<file path="src/rtl/csel_adder_pipe.sv">
// Pipelined carry-select adder/subtractor: one SEG-bit segment per stage,
// valid/ready handshake with a single global advance enable.
module csel_adder_pipe #(
  parameter int WIDTH = 16,
  parameter int SEG   = 4
) (
  input  logic             clk,
  input  logic             rst_n,
  input  logic             in_valid,
  output logic             in_ready,
  input  logic [WIDTH-1:0] a,
  input  logic [WIDTH-1:0] b,
  input  logic             sub,
  output logic             out_valid,
  input  logic             out_ready,
  output logic [WIDTH-1:0] sum,
  output logic             cout,
  output logic             ovf
);

  localparam int NSEG = WIDTH / SEG;

  if (SEG < 1 || (WIDTH % SEG) != 0) begin : g_bad_param
    $error("csel_adder_pipe: WIDTH must be a positive multiple of SEG");
  end

  // Ripple chain for one segment: returns {carry_out, sum}.
  function automatic logic [SEG:0] ripple(input logic [SEG-1:0] x,
                                          input logic [SEG-1:0] y,
                                          input logic           ci);
    logic [SEG:0]   c;
    logic [SEG-1:0] s;
    c[0] = ci;
    for (int i = 0; i < SEG; i++) begin
      s[i]   = x[i] ^ y[i] ^ c[i];
      c[i+1] = (x[i] & y[i]) | (c[i] & (x[i] ^ y[i]));
    end
    return {c[SEG], s};
  endfunction

  logic adv;

  // The whole pipeline moves or freezes together; a full output slot that
  // nobody takes stalls every stage behind it.
  assign adv      = ~out_valid | out_ready;
  assign in_ready = adv;

  for (genvar k = 0; k < NSEG; k++) begin : g_stage
    localparam int LO     = k * SEG;
    localparam int REM_IN = WIDTH - k * SEG;

    logic [REM_IN-1:0] a_in;
    logic [REM_IN-1:0] b_in;
    logic              c_in;
    logic              v_in;
    logic [LO+SEG-1:0] sum_d;
    logic [SEG:0]      r0;
    logic [SEG:0]      r1;
    logic [SEG-1:0]    s_sel;
    logic              co_sel;

    logic              valid_q;
    logic              carry_q;
    logic [LO+SEG-1:0] sum_q;

    assign r0 = ripple(a_in[SEG-1:0], b_in[SEG-1:0], 1'b0);
    assign r1 = ripple(a_in[SEG-1:0], b_in[SEG-1:0], 1'b1);
    assign {co_sel, s_sel} = c_in ? r1 : r0;

    if (k == 0) begin : g_src
      // Inverting B here plus carry-in = sub forms A + ~B + 1 for subtraction.
      assign a_in  = a;
      assign b_in  = b ^ {WIDTH{sub}};
      assign c_in  = sub;
      assign v_in  = in_valid;
      assign sum_d = s_sel;
    end else begin : g_src
      assign a_in  = g_stage[k-1].g_ops.a_q;
      assign b_in  = g_stage[k-1].g_ops.b_q;
      assign c_in  = g_stage[k-1].carry_q;
      assign v_in  = g_stage[k-1].valid_q;
      assign sum_d = {s_sel, g_stage[k-1].sum_q};
    end

    // NOTE: sequential state uses non-blocking assignments so every stage
    // samples its predecessor's pre-edge value. Data registers are reset too,
    // so sum/cout/ovf read 0 while rst_n is low, not stale history.
    always_ff @(posedge clk or negedge rst_n) begin
      if (!rst_n) begin
        valid_q <= 1'b0;
        carry_q <= 1'b0;
        sum_q   <= '0;
      end else if (adv) begin
        valid_q <= v_in;
        carry_q <= co_sel;
        sum_q   <= sum_d;
      end
    end

    if (k < NSEG - 1) begin : g_ops
      // Only the operand segments still to be added travel forward.
      logic [REM_IN-SEG-1:0] a_q;
      logic [REM_IN-SEG-1:0] b_q;

      always_ff @(posedge clk or negedge rst_n) begin
        if (!rst_n) begin
          a_q <= '0;
          b_q <= '0;
        end else if (adv) begin
          a_q <= a_in[REM_IN-1:SEG];
          b_q <= b_in[REM_IN-1:SEG];
        end
      end
    end else begin : g_last
      // Carry into the MSB recovered from the selected MSB sum: s ^ a ^ b.
      logic cmsb_q;

      always_ff @(posedge clk or negedge rst_n) begin
        if (!rst_n) begin
          cmsb_q <= 1'b0;
        end else if (adv) begin
          cmsb_q <= s_sel[SEG-1] ^ a_in[SEG-1] ^ b_in[SEG-1];
        end
      end
    end
  end

  assign out_valid = g_stage[NSEG-1].valid_q;
  assign sum       = g_stage[NSEG-1].sum_q;
  assign cout      = g_stage[NSEG-1].carry_q;
  assign ovf       = g_stage[NSEG-1].carry_q ^ g_stage[NSEG-1].g_last.cmsb_q;

endmodule

</file>
<file path="config.mk">
export PLATFORM = sky130hd
export DESIGN_NAME = csel_adder_pipe
export DESIGN_NICKNAME = d
export VERILOG_FILES = /design/src/rtl/csel_adder_pipe.sv
export SDC_FILE = /design/constraint.sdc
export NUM_CORES = 1
export LEC_CHECK = 0
export CAP_MARGIN = 10
export CORE_MARGIN = 2
export CORE_UTILIZATION = 57
export CTS_BUF_LIST = sky130_fd_sc_hd__clkbuf_8
export DETAILED_ROUTE_END_ITERATION = 12
export MAX_ROUTING_LAYER = met4
export PLACE_DENSITY = 0.87
export RECOVER_POWER = 25
export SLEW_MARGIN = 0
export SYNTH_ARGS = -nofsm -noshare
export SYNTH_HDL_FRONTEND = slang
export SYNTH_SLANG_ARGS = --single-unit
</file>
<file path="constraint.sdc">
create_clock -name clk -period 2.9 [get_ports clk]
set_input_delay 0.435 -clock clk [delete_from_list [all_inputs] [get_ports clk]]
set_output_delay 0.435 -clock clk [all_outputs]
set_load 0.01 [all_outputs]
</file>
==> reports/qor.yml <==
status:
  status: "finished, violations left"
  violations: "capacitance limit, slew limit"
detailed_routing:
  drt-wirelength-per-cell_um: 15.5
  via_per_inst: 5.14
  drc_errors: 0
  wl_mm: 6.99
  vias: 2314
  first_iter_violations: 71
  antenna_left: 0
  first_pass_iters: 4
yosys:
  postSynthAreaPerCell_um2: 14.8
  ys_seq_elements: 97
  ys_seq_area_share_pct: 56.5
  synth_top_area_share_pct: 56.5
  synthesis.nets: 345
  synthCells: 290
  yosysUniqueCellTypes: 20
  yosys.area.top_type: "dfrtp_1"
  yosysWarnings: 0
  synth.area.top_cells: "dfrtp_1 56%, mux2_2 21%, fa_1 5.6%, xor2_1 3.1%, inv_1 2.2%"
  synth_area_mm2: 0.00430
layout:
  area_growth_pct: 19.0
  final_cell_mix: "97 x dfrtp_1, 79 x mux2_2, 55 x clkdlybuf4s50_1"
  layout.cells.most_common: "dfrtp_1"
  drive_above_1_share_pct: 29.9
  antenna_cells: 0
  fin_nets: 401
  final_util_pct: 70.1
pwr:
  ir_drop_mv: 0.424
  switching_share_pct: 31.0
  leakage_nw: 2.25
  comb_power_share_pct: 38.5
  clkPwrFrac_pct: 16.4
  p_int_mw: 3.59
  power_switching_mw: 1.61
  p_seq_share_pct: 45.2
  p_per_area_mw_per_mm2: 1020
  power_mw: 5.20
timing:
  rsz0062_at_grt: "false"
  fmax_ghz: 0.389
  hold_violations: 0
  slew_viol_final: 98
  fin_ws_ns: 0.326
  relSlewSlack_pct: -52.0
  fin_crit_sh_pct: 88.7
  worst_slew_pin_slew_ns: 2.28
  setup-violations-final: 0
  fin_skew_ns: 0.00996
  period_minus_slack_ns: 2.57
  finalSetupTns_ns: 0
placement:
  place_ws_ns: 0.0171
  place.gp.congestion: 0.853
  place_hpwl_mm: 4.70
  io_buffers: 56
global_route:
  grt_max_degree: 98
  grt_usage_pct: 18.7
  gr-total-overflow: 0
  grt_pass1_wl_mm: 11.9
  antenna_found_initial: 0
  first_global_vias: 2474
clock_tree:
  clk_latency_ns: 0.34
  cts.sinks: 97
  cts_buffer_depth: 2
  cts_hold_buf: 0
  cts_tree: "yes"
  cts_max_level: 3
  cts_setup_buffers: 0
  clk_pin_slew_ns: 0.09
  cts-root-buf: "clkbuf_8"
  cts_resized: 0
  numCtsBuffers: 9
critical_path:
  cp.arrival_ns: 2.81
  crit_type: "reg2reg"
  cp_max_fo: 3
  cp-end-kind: "flop"
  required_ns: 3.14
  cp-start-kind: "flop"
floorplanning:
  num_rows: 31
  die_area_mm2: 0.00825
  die_h_um: 90.8
  io_pins: 57
  die_x_um: 90.8
  core-area_mm2: 0.00729
  start_util_pct: 58.9
job:
  maxCapViolations: 1
worst_hold_path:
  min_path_type: "reg2reg"
-- flip-flops by register name, summed over array words and instances, names as in the netlist --
name and cells:
cout 1, g_stage.carry_q 3, g_stage.g_last.cmsb_q 1, g_stage.g_ops.a_q 24, g_stage.g_ops.b_q 24, g_stage.sum_q 24
g_stage.valid_q 3, out_valid 1, sum 16
-- worst paths after layout --
kind	start	endpoint	slack, ns	cells after the start
max	g_stage[2].g_ops.a_q[0]	g_stage[3].g_last.cmsb_q	0.33	9
min	g_stage[2].valid_q	out_valid	0.48	1
max reg2reg	g_stage[2].g_ops.a_q[0]	g_stage[3].g_last.cmsb_q	0.33	9
min reg2reg	g_stage[2].valid_q	out_valid	0.48	1
max in group asynchronous	rst_n	g_stage[1].sum_q[5]	0.70	2
min in group asynchronous	rst_n	g_stage[0].g_ops.a_q[4]	0.88	2
-- cells by family (layout without fill, tap and decap cells) --
logic type	Yosys count	in the layout	synth area share, %
AOI/OAI and AO/OA	12	12	1.40
buffers and inverters	40	101	4.51
xor gates and xnor gates	21	21	4.60
adders and majority gates	18	18	7.34
DFF	97	97	56.5
muxes	88	88	23.3
and+or+nand+nor	14	14	2.39
-- power groups by stage --
| stage | sequential, mW | combinational (mW) | clock, mW |
|---|---|---|---|
| after global placement | 2.34 | 1.92 | 0 |
| after CTS | 2.36 | 2.04 | 0.876 |
| final | 2.35 | 2.00 | 0.851 |
| after floorplan | 2.31 | 1.38 | 0 |
| after detailed placement | 2.38 | 2.02 | 0 |
| after global routing | 2.44 | 2.20 | 0.938 |
-- critical path: stages (launching register included) --
cell and delay [ns]:
dfrtp_1 0.41, ha_1 0.20, inv_1 0.04, mux2i_1 0.07
fa_1 0.39, fa_1 0.39, inv_1 0.08, fa_1 0.43
xnor3_1 0.20, mux2_2 0.27
-- synth_stat cells --
cell      number
dfrtp_1       97
mux2_4         4
clkbuf_1       2
xor2_1        15
buf_6          4
nor3b_1       10
mux2_2        79
xnor3_1        1
nand2b_1       1
a21oi_1       10
xnor2_1        5
fa_1          12
buf_4          1
buf_2          8
o21ai_0        2
inv_1         25
nand2_1        2
mux2i_1        5
nand2b_4       1
ha_1           6
-- routing by layer --
layer	share of wire, %	vias up	global-route usage, %	routed length (um)
li1	-	1078	-	-
met1	44	1195	23.4	3070
met2	52	35	31.5	3660
met3	2.4	6	2.50	171
met4	1.2	0	6.94	85
met5	0	-	-	0
-- per-stage QoR --
step / area, um2 / hold WS [ns] / instances
final: 5110 / 0.475 / 450
after CTS: 5130 / 0.149 / 450
after global placement: 4930 / 0.438 / 434
after global routing: 5110 / 0.508 / 450
after floorplan: 4300 / 0.139 / 290
after detailed placement: 4930 / 0.454 / 434
-- final cells by class --
cell class / count / area (um2)
Inverter: 25 / 93.8
Tap cell: 99 / 124
Timing Repair Buffer: 60 / 598
Clock inverter: 7 / 70.1
Fill cell: 519 / 2180
Multi-Input combinational cell: 153 / 1680
Sequential cell: 97 / 2430
Clock buffer: 9 / 124
Power figures use the tool's default switching activity.
